--- src/rtl/shift_window_ctrl_pkg.sv ---
// sniff_pkg: window geometry, ASCII constants and controller state type
package sniff_pkg;
  localparam int WINDOW_DEPTH = 12;
  localparam int MAX_TOKEN = 10;
  localparam logic [7:0] ASC_SPACE = 8'h20;
  localparam logic [7:0] ASC_TAB = 8'h09;
  localparam logic [7:0] ASC_LF = 8'h0A;
  localparam logic [7:0] ASC_CR = 8'h0D;
  localparam logic [7:0] ASC_ZERO = 8'h30;
  localparam logic [7:0] ASC_NINE = 8'h39;
  typedef enum logic [1:0] {IDLE, CHECK, REPORT, FLUSH} state_e;
endpackage

--- src/rtl/shift_window_ctrl_if.sv ---
// shift_window_ctrl_if: byte input, flush, shift-register side and match/status bundle; slave = controller, master = driver
interface shift_window_ctrl_if;
  logic in_valid;
  logic [7:0] in_data;
  logic in_ready;
  logic flush;
  logic sr_en;
  logic [7:0] sr_data_in;
  logic sr_is_number;
  logic sr_is_white;
  logic [sniff_pkg::WINDOW_DEPTH-1:0] sr_is_number_out;
  logic [sniff_pkg::WINDOW_DEPTH-1:0] sr_is_white_out;
  logic match_valid;
  logic [3:0] match_len;
  logic match_ready;
  logic overflow;
  logic [15:0] match_count;
  modport master (
    output in_valid, in_data, flush, sr_is_number_out, sr_is_white_out, match_ready,
    input in_ready, sr_en, sr_data_in, sr_is_number, sr_is_white, match_valid, match_len, overflow, match_count
  );
  modport slave (
    input in_valid, in_data, flush, sr_is_number_out, sr_is_white_out, match_ready,
    output in_ready, sr_en, sr_data_in, sr_is_number, sr_is_white, match_valid, match_len, overflow, match_count
  );
endinterface

--- src/rtl/shift_window_ctrl_char_classifier.sv ---
// char_classifier: combinational digit/whitespace flags for one ASCII byte (data in; is_number, is_white out)
module char_classifier
  import sniff_pkg::*;
(
  input  logic [7:0] data,
  output logic       is_number,
  output logic       is_white
);
  assign is_number = data >= ASC_ZERO && data <= ASC_NINE;
  assign is_white = data == ASC_SPACE || data == ASC_TAB || data == ASC_LF || data == ASC_CR;
endmodule

--- src/rtl/shift_window_ctrl.sv ---
// shift_window_ctrl: feeds an external 12-deep shift register and reports whitespace-delimited digit tokens (clk, rst_n, bus slave)
module shift_window_ctrl
  import sniff_pkg::*;
(
  input logic              clk,
  input logic              rst_n,
  shift_window_ctrl_if.slave bus
);
  state_e state_q, state_d;
  logic [3:0] fill_q, fill_d, flush_cnt_q, flush_cnt_d, match_len_q, match_len_d;
  logic overflow_q, overflow_d;
  logic [15:0] match_count_q, match_count_d;
  logic cls_number, cls_white, run_on, end_white, is_match, is_over;
  logic [WINDOW_DEPTH-1:0] dig, wht;
  logic [3:0] run;
  char_classifier u_cls (.data(bus.in_data), .is_number(cls_number), .is_white(cls_white));
  assign bus.in_ready = state_q == IDLE && rst_n;
  assign bus.match_valid = state_q == REPORT;
  assign bus.match_len = match_len_q;
  assign bus.overflow = overflow_q;
  assign bus.match_count = match_count_q;
  // slots not yet written since reset/flush hold stale data and count as whitespace
  always_comb begin
    for (int i = 0; i < WINDOW_DEPTH; i++) begin
      dig[i] = 4'(i) < fill_q && bus.sr_is_number_out[i];
      wht[i] = 4'(i) >= fill_q || bus.sr_is_white_out[i];
    end
  end
  always_comb begin
    run = '0;
    run_on = 1'b1;
    for (int i = 1; i < WINDOW_DEPTH; i++) begin
      run_on = run_on & dig[i];
      run = run + {3'b0, run_on};
    end
    end_white = run < 4'(WINDOW_DEPTH - 1) ? wht[run + 4'd1] : 1'b0;
    is_match = wht[0] && run != '0 && run <= 4'(MAX_TOKEN) && end_white;
    is_over = wht[0] && run == 4'(WINDOW_DEPTH - 1);
  end
  always_comb begin
    state_d = state_q;
    fill_d = fill_q;
    flush_cnt_d = flush_cnt_q;
    match_len_d = match_len_q;
    overflow_d = overflow_q;
    match_count_d = match_count_q;
    bus.sr_en = 1'b0;
    bus.sr_data_in = bus.in_data;
    bus.sr_is_number = cls_number;
    bus.sr_is_white = cls_white;
    case (state_q)
      IDLE: begin
        if (bus.flush) begin
          state_d = FLUSH;
          flush_cnt_d = '0;
        end else if (bus.in_valid && bus.in_ready) begin
          bus.sr_en = 1'b1;
          fill_d = fill_q == 4'(WINDOW_DEPTH) ? fill_q : fill_q + 4'd1;
          state_d = CHECK;
        end
      end
      CHECK: begin
        state_d = is_match ? REPORT : IDLE;
        match_len_d = is_match ? run : match_len_q;
        overflow_d = overflow_q | is_over;
      end
      REPORT: begin
        state_d = bus.match_ready ? IDLE : REPORT;
        match_count_d = bus.match_ready && ~&match_count_q ? match_count_q + 16'd1 : match_count_q;
      end
      FLUSH: begin
        bus.sr_en = 1'b1;
        bus.sr_data_in = ASC_SPACE;
        bus.sr_is_number = 1'b0;
        bus.sr_is_white = 1'b1;
        flush_cnt_d = flush_cnt_q + 4'd1;
        if (flush_cnt_q == 4'(WINDOW_DEPTH - 1)) begin
          state_d = IDLE;
          fill_d = '0;
          overflow_d = 1'b0;
        end
      end
      default: state_d = IDLE;
    endcase
  end
  always_ff @(posedge clk or negedge rst_n) begin
    if (!rst_n) begin
      state_q <= IDLE;
      fill_q <= '0;
      flush_cnt_q <= '0;
      match_len_q <= '0;
      overflow_q <= 1'b0;
      match_count_q <= '0;
    end else begin
      state_q <= state_d;
      fill_q <= fill_d;
      flush_cnt_q <= flush_cnt_d;
      match_len_q <= match_len_d;
      overflow_q <= overflow_d;
      match_count_q <= match_count_d;
    end
  end
endmodule

--- src/flat_wrapper.sv ---
// flat-port wrapper written by rule: the top's interface ports become plain ports
module shift_window_ctrl_flat import sniff_pkg::*;
  (clk, rst_n, bus_in_valid, bus_in_data, bus_flush, bus_sr_is_number_out, bus_sr_is_white_out, bus_match_ready, bus_in_ready, bus_sr_en, bus_sr_data_in, bus_sr_is_number, bus_sr_is_white, bus_match_valid, bus_match_len, bus_overflow, bus_match_count);
  shift_window_ctrl_if bus_i ();
  input logic clk;
  input logic rst_n;
  input wire logic [$bits(bus_i.in_valid)-1:0] bus_in_valid;
  input wire logic [$bits(bus_i.in_data)-1:0] bus_in_data;
  input wire logic [$bits(bus_i.flush)-1:0] bus_flush;
  input wire logic [$bits(bus_i.sr_is_number_out)-1:0] bus_sr_is_number_out;
  input wire logic [$bits(bus_i.sr_is_white_out)-1:0] bus_sr_is_white_out;
  input wire logic [$bits(bus_i.match_ready)-1:0] bus_match_ready;
  output wire logic [$bits(bus_i.in_ready)-1:0] bus_in_ready;
  output wire logic [$bits(bus_i.sr_en)-1:0] bus_sr_en;
  output wire logic [$bits(bus_i.sr_data_in)-1:0] bus_sr_data_in;
  output wire logic [$bits(bus_i.sr_is_number)-1:0] bus_sr_is_number;
  output wire logic [$bits(bus_i.sr_is_white)-1:0] bus_sr_is_white;
  output wire logic [$bits(bus_i.match_valid)-1:0] bus_match_valid;
  output wire logic [$bits(bus_i.match_len)-1:0] bus_match_len;
  output wire logic [$bits(bus_i.overflow)-1:0] bus_overflow;
  output wire logic [$bits(bus_i.match_count)-1:0] bus_match_count;
  assign bus_i.in_valid = bus_in_valid;
  assign bus_i.in_data = bus_in_data;
  assign bus_i.flush = bus_flush;
  assign bus_i.sr_is_number_out = bus_sr_is_number_out;
  assign bus_i.sr_is_white_out = bus_sr_is_white_out;
  assign bus_i.match_ready = bus_match_ready;
  assign bus_in_ready = bus_i.in_ready;
  assign bus_sr_en = bus_i.sr_en;
  assign bus_sr_data_in = bus_i.sr_data_in;
  assign bus_sr_is_number = bus_i.sr_is_number;
  assign bus_sr_is_white = bus_i.sr_is_white;
  assign bus_match_valid = bus_i.match_valid;
  assign bus_match_len = bus_i.match_len;
  assign bus_overflow = bus_i.overflow;
  assign bus_match_count = bus_i.match_count;
  shift_window_ctrl u_core (.clk(clk), .rst_n(rst_n), .bus(bus_i));
endmodule
--- config.mk ---
export PLATFORM = sky130hd
export DESIGN_NAME = shift_window_ctrl_flat
export DESIGN_NICKNAME = d
export VERILOG_FILES = /design/src/rtl/shift_window_ctrl_pkg.sv /design/src/rtl/shift_window_ctrl_if.sv /design/src/rtl/shift_window_ctrl_char_classifier.sv /design/src/rtl/shift_window_ctrl.sv /design/src/flat_wrapper.sv
export SDC_FILE = /design/constraint.sdc
export NUM_CORES = 1
export LEC_CHECK = 0
export CAP_MARGIN = 20
export CORE_MARGIN = 4
export CORE_UTILIZATION = 53
export DETAILED_ROUTE_END_ITERATION = 16
export GPL_TIMING_DRIVEN = 1
export HOLD_SLACK_MARGIN = 0.02
export PLACE_DENSITY_LB_ADDON = 0.25
export SETUP_SLACK_MARGIN = 0.02
export SLEW_MARGIN = 15
export SYNTH_ARGS = -nofsm -noshare
export SYNTH_HDL_FRONTEND = slang
export SYNTH_SLANG_ARGS = --single-unit
--- constraint.sdc ---
create_clock -name clk -period 8.9 [get_ports clk]
set_input_delay 1.78 -clock clk [delete_from_list [all_inputs] [get_ports clk]]
set_output_delay 1.78 -clock clk [all_outputs]
set_load 0.01 [all_outputs]
# == Word-level counts from Yosys, hierarchy flattened ==
# Index checks and enable logic that the tools add are counted.
# classes
addsub,14
mul,0
n_div,0
n_lt_le_gt_ge,28
eq_ne,16
n_shift,0
muxes,24
bitwise_logic,11
n_reduce_logical,46
# ops
operator,n
adder 4 x 1 -> 4 bit,9
"equality test 8 x 4 -> 1 bit, second input constant",3
2-to-1 mux 4 bit,5
logical AND 1 bit,19
"adder 16 x 1 -> 16 bit, second input constant",1
"greater-or-equal comparator 3 x 4 -> 1 bit, first input constant",4
"greater-or-equal comparator 4 bit, first input constant",4
"less-than comparator 3 x 4 -> 1 bit, first input constant",4
"less-than comparator 4 bit, first input constant",4
case mux 4 bit (2 select lines),2
AND reduction 16 bit,1
logical OR 1 bit,15
"adder 4 x 1 -> 4 bit, second input constant",3
"equality test 4 bit, second input constant",3
AND 1 bit,10
2-to-1 mux 2 bit,5
AND reduction 2 bit,5
"equality test 8 x 6 -> 1 bit, second input constant",1
"greater-or-equal comparator 1 x 4 -> 1 bit, first input constant",2
"greater-or-equal comparator 2 x 4 -> 1 bit, first input constant",2
"greater-or-equal comparator 8 x 6 -> 1 bit, second input constant",1
"<= comparator 8 x 6 -> 1 bit, second input constant",1
"less-than comparator 2 x 4 -> 1 bit, first input constant",2
2-to-1 mux 8 bit,1
20 further kinds,32
# word_totals
ff_bits,31
latchBits,0
ramBits,0
rom_bits,0
inputBits,37
out_inout_bits,34
word_cells,145
mem_count,0

# == Logic depth before layout (Yosys ltp) ==
# depth
ltp_word,20
mapped_depth,24

# == Hierarchy ==
# From an unflattened synthesis, not the netlist that was laid out.
# hier_totals
hier_cells,259
hier_area_um2,2424.8
# modules_own_cells
module,n_inst,cells_per_inst,area_each_um2
shift_window_ctrl,1,249,2344.7
char_classifier,1,10,80.1

# == Worst setup path before layout ==
# No wires, ideal clock.
# synth_path
kind,input-to-reg
start,in bus_sr_is_number_out[3]
end,reg u_core.match_len_q[2] (netlist: u_core.bus.match_len[2])
setup_time_ns,0.138
t_arrival_ns,6.771
t_required_ns,8.762
setup_slack_ns,1.991
cell_stages,22
path_buffers,2
path_cell_list,inv_1 -> a211o_1 -> nor4_1 -> o2111a_1 -> nand2_1 -> nor2_1 -> fa_1 -> inv_1 -> fa_1 -> fa_1 -> inv_1 -> ha_1 -> fa_1 -> ha_1 -> clkbuf_1 -> inv_1 -> or3_1 -> o221ai_2 -> and2_1 -> buf_4 -> a31o_1 -> o221ai_1
# synth_via
elab_chain_cells,17
# synth_rtl
item,line_no,rtl
start: declaration,flat_wrapper.sv:10,input wire logic [$bits(bus_i.sr_is_number_out)-1:0] bus_sr_is_number_out;
logical AND 1 bit *,shift_window_ctrl.sv:25,dig[i] = 4'(i) < fill_q && bus.sr_is_number_out[i];
AND 1 bit *,shift_window_ctrl.sv:33,run_on = run_on & dig[i];
adder 4 x 1 -> 4 bit / AND 1 bit (equally long branches) (8 in a row),"shift_window_ctrl.sv:34, shift_window_ctrl.sv:33",
adder 4 x 1 -> 4 bit *,shift_window_ctrl.sv:34,"run = run + {3'b0, run_on};"
named net u_core.run[1],shift_window_ctrl.sv:15,logic [3:0] run;
adder 4 x 1 -> 4 bit,shift_window_ctrl.sv:36,end_white = run < 4'(WINDOW_DEPTH - 1) ? wht[run + 4'd1] : 1'b0;
binary-select mux 1 bit (select 4 bit),shift_window_ctrl.sv:36,
2-to-1 mux 1 bit (implied by the code),shift_window_ctrl.sv:36,
2-to-1 mux 1 bit,shift_window_ctrl.sv:36,
logical AND 1 bit *,shift_window_ctrl.sv:37,is_match = wht[0] && run != '0 && run <= 4'(MAX_TOKEN) && end_white;
AND reduction 2 bit (no source line) *,n/a,
end signal: assignment,shift_window_ctrl.sv:98,match_len_q <= match_len_d;
end: declaration,shift_window_ctrl.sv:10,"logic [3:0] fill_q, fill_d, flush_cnt_q, flush_cnt_d, match_len_q, match_len_d;"
# Mark *: on every way through the listed nets, which the timed path passes. The rest lies on a longest branch. The select of a mux whose other input is x is not followed.
# A chain may end at the register's enable or synchronous reset.

# == Worst setup path in the final report ==
# layout_path
start,in bus_sr_is_number_out[2]
end,reg u_core.match_len_q[2] (netlist: u_core.bus.match_len[2])
# layout_via
elab_chain_cells,18
# layout_rtl
item,line_no
logical AND 1 bit *,shift_window_ctrl.sv:25
AND 1 bit *,shift_window_ctrl.sv:33
adder 1 x 1 -> 2 bit / AND 1 bit (equally long branches),"shift_window_ctrl.sv:34, shift_window_ctrl.sv:33"
adder 4 x 1 -> 4 bit / AND 1 bit (equally long branches) (8 in a row),"shift_window_ctrl.sv:34, shift_window_ctrl.sv:33"
adder 4 x 1 -> 4 bit *,shift_window_ctrl.sv:34
named net u_core.run[1],shift_window_ctrl.sv:15
adder 4 x 1 -> 4 bit,shift_window_ctrl.sv:36
binary-select mux 1 bit (select 4 bit),shift_window_ctrl.sv:36
2-to-1 mux 1 bit (implied by the code),shift_window_ctrl.sv:36
2-to-1 mux 1 bit,shift_window_ctrl.sv:36
logical AND 1 bit *,shift_window_ctrl.sv:37
AND reduction 2 bit (no source line) *,n/a
# Marked as above.

==> flow_summary.ini <==
[finish]
syn_to_final_growth_pct = 31.21
drive_above_1_share = 0.05805
final_common_cell = clkdlybuf4s50_1
mostFrequentLayoutCells = clkdlybuf4s50_1 (69), dfrtp_1 (31), nand2_1 (28)
final_core_util = 0.7338
multi_input_area_um2 = 1765
fin_cells = 446
num_antenna_cells = 0
fillers = 396
seq_area_um2 = 775.7
fin_nets = 438

[global_route]
antenna_found_initial = 0
grt_pass1_vias = 2521
grt_max_degree = 36
grt_pass1_wl_mm = 11.34
overflow = 0
grt_use_total = 0.2225

[die]
start_util = 0.5592
ioPinCount = 71
die_w_um = 79.30
die_area_um2 = 6288
core-area_um2 = 4817
num_rows = 25
die_h_um = 79.30

[worst_hold_path]
min_path_type = reg -> reg
hold_end = u_core.bus.match_count[9]$_DFFE_PN0P_
hold_start = u_core.bus.match_count[9]$_DFFE_PN0P_
min_path_cells = 1

[clock_network]
clkLatencyLatePin_ns = 0.28
clock-root-buffer = clkbuf_8
post_cts_resized = 0
clock_sinks = 31
cts_tree = built
htree_levels = 2
post_cts_buffers = 0
clock_path_buffers = 2
hold_buffers = 0
clkSlewWorstSetupHoldPaths_ns = 0.07
numCtsBuffers = 5

[worst_setup_path]
r2r-start = u_core.fill_q[1]$_DFFE_PN0P_
worstSetupEndpointType = flop
cp.required_ns = 9.04
cp_max_fo = 8
rr_endpoint = u_core.bus.match_len[2]$_DFFE_PN0P_
critPathKind = in -> reg
reg2reg_slack_ns = 2.20
crit_path_start_kind = input pin
r2r.worst_path.cells = 21
crit_arrival_ns = 7.85

[power_and_ir_drop]
net-switching-power_w = 0.0003191
p_leak_nw = 1.505
p_sw_frac = 0.4110
combPwrFrac = 0.527
clkPwrFrac = 0.186
finalPower_w = 0.0007763
seq_power_share = 0.287
ir_drop_v = 0.0001612
internal_power_w = 0.0004572
p_per_area_nw_per_um2 = 219.6

[detailed_routing]
routed_wl_mm = 6.656
vias_per_cell = 5.841
drt_iter0_markers = 176
num_vias = 2605
drt-wirelength-per-cell_um = 14.92
firstDrtPassIters = 4
drtAntennaViolNets = 0
drc = 0

[timing]
skew_ns = 0.007605
period_needed_ns = 7.700
fin_tns_setup_ns = 0
max_slew_margin = 0.5037
min_period_over_period = 0.8652
max_freq_ghz = 0.1299
timing.final.max_slew_violations = 0
worst_pin_slew_ns = 0.7420
hold_ws_ns = 0.5063
hold_viol = 0
setup_viol = 0
rsz0062_at_grt = false

[synth]
ys_seq_elements = 31
yosys.cell_types.count = 64
syn_area_per_cell_um2 = 8.662
syn-num-nets = 371
ys_warn_count = 0
syn_area_um2 = 2694
netlist_instances = 311
synth_edf_count = 0
yosys_most_used_dff = dfrtp_1
ys_seq_area_frac = 0.2880
async_flop_share = 1.000

[status]
status = complete, no violations

[place]
gp_congestion = 0.8727
dp_cells = 438
hpwl_mm = 5.123
port-buffer-count = 69

[job]
drv_cap = 0
[worst max path at each step]
stage                             from                                   to  slack [ns]  cells after the start
2_1_floorplan  bus_sr_is_number_out[3]  u_core.bus.match_len[2]$_DFFE_PN0P_        1.99                     22
3_3_place_gp   bus_sr_is_number_out[3]  u_core.bus.match_len[2]$_DFFE_PN0P_        1.08                     21
6_report       bus_sr_is_number_out[2]  u_core.bus.match_len[2]$_DFFE_PN0P_        1.20                     21
4_1_cts        bus_sr_is_number_out[3]  u_core.bus.match_len[2]$_DFFE_PN0P_        1.25                     21
5_1_grt        bus_sr_is_number_out[2]  u_core.bus.match_len[2]$_DFFE_PN0P_        0.95                     21
3_5_place_dp   bus_sr_is_number_out[3]  u_core.bus.match_len[2]$_DFFE_PN0P_        0.96                     21
[final cells by class]
type,instances,share of cell area
Multi-Input combinational cell,245,0.4995
Clock inverter,2,0.009912
Clock buffer,6,0.02336
Sequential cell,31,0.2195
Timing Repair Buffer,70,0.1975
Tap cell,67,0.02372
Inverter,25,0.02655
[state kept, by name, summed over array words and instances (netlist names)]
signal                  flops
u_core.bus.match_count     16
u_core.bus.match_len        4
u_core.fill_q               4
u_core.flush_cnt_q          4
u_core.state_q              2
u_core.bus.overflow         1
[power by group through the flow]
stage / Sequential (W) / Combinational (W) / Clock [W]
floorplan: 0.000209 / 0.000285 / 0
global placement: 0.000223 / 0.000395 / 0
detailed placement: 0.000224 / 0.000403 / 0
CTS: 0.000222 / 0.000409 / 0.000147
global route: 0.000231 / 0.000455 / 0.000153
finish: 0.000223 / 0.000409 / 0.000145
[cells by family (layout without fill, tap and decap cells)]
| kind of cell | count (synthesis) | in the layout | synth area share |
|---|---|---|---|
| simple gates | 120 | 120 | 0.2355 |
| compound gates | 77 | 77 | 0.2113 |
| buf+inv | 35 | 103 | 0.05666 |
| flops | 31 | 31 | 0.2880 |
| fa+ha+maj | 23 | 23 | 0.1235 |
| xor+xnor | 18 | 18 | 0.05852 |
| mux | 7 | 7 | 0.02648 |
[metrics by stage]
step	area (um2)	setup WS (ns)
6_report	3535	1.200
5_1_grt	3535	0.9470
4_1_cts	3535	1.249
3_5_place_dp	3417	0.9597
3_3_place_gp	3417	1.082
2_1_floorplan	2694	1.991
[worst max-delay path: stages]
cell and delay (ns):
clkdlybuf4s50_1 0.48, nand2_1 0.07, a211o_1 0.26, nor4_1 0.51, o2111a_1 0.34, nand2_1 0.09
nor2_1 0.18, fa_1 0.44, inv_1 0.07, fa_1 0.42, fa_1 0.49, inv_1 0.05
ha_1 0.21, fa_1 0.65, ha_1 0.36, inv_1 0.17, or3_1 0.40, o221ai_2 0.26
and2_1 0.32, a31o_1 0.17, o221ai_1 0.12
[synthesized netlist by cell type (2+ instances only)]
cell type / instances / area (um2)
a211o_1: 4 / 35.03
a211oi_1: 3 / 22.52
a211oi_2: 2 / 25.02
a21oi_1: 18 / 90.09
a22oi_1: 2 / 15.01
a311oi_1: 3 / 26.28
a31o_1: 2 / 17.52
a31oi_1: 2 / 12.51
and2_1: 2 / 12.51
and3_1: 5 / 31.28
and4_1: 2 / 17.52
buf_2: 2 / 10.01
buf_4: 3 / 22.52
clkbuf_1: 4 / 15.01
dfrtp_1: 31 / 775.7
fa_1: 6 / 120.1
ha_1: 17 / 212.7
inv_1: 25 / 93.84
mux2i_1: 6 / 60.06
nand2_1: 28 / 105.1
nand2b_1: 3 / 18.77
nand3_1: 12 / 60.06
nand4_1: 9 / 56.30
nor2_1: 20 / 75.07
nor2b_1: 16 / 100.1
nor3_1: 5 / 25.02
nor3b_1: 3 / 22.52
nor4_1: 3 / 18.77
o211ai_1: 2 / 15.01
o21a_1: 2 / 15.01
o21ai_0: 13 / 65.06
o221ai_1: 2 / 17.52
o221ai_2: 2 / 30.03
o22ai_1: 2 / 12.51
or2_2: 3 / 18.77
or3_1: 3 / 18.77
xnor2_1: 11 / 96.34
xor2_1: 7 / 61.31
[metal layers]
layer  vias to the layer above  part of all wire  track usage
met2                        78              0.48       0.3754
met1                      1255              0.45       0.2871
li1                       1267                 -            -
met3                         5             0.059      0.04875
met5                         -                 0            0
met4                         0            0.0096      0.06014
No activity file was read; power rests on OpenSTA's default activity.
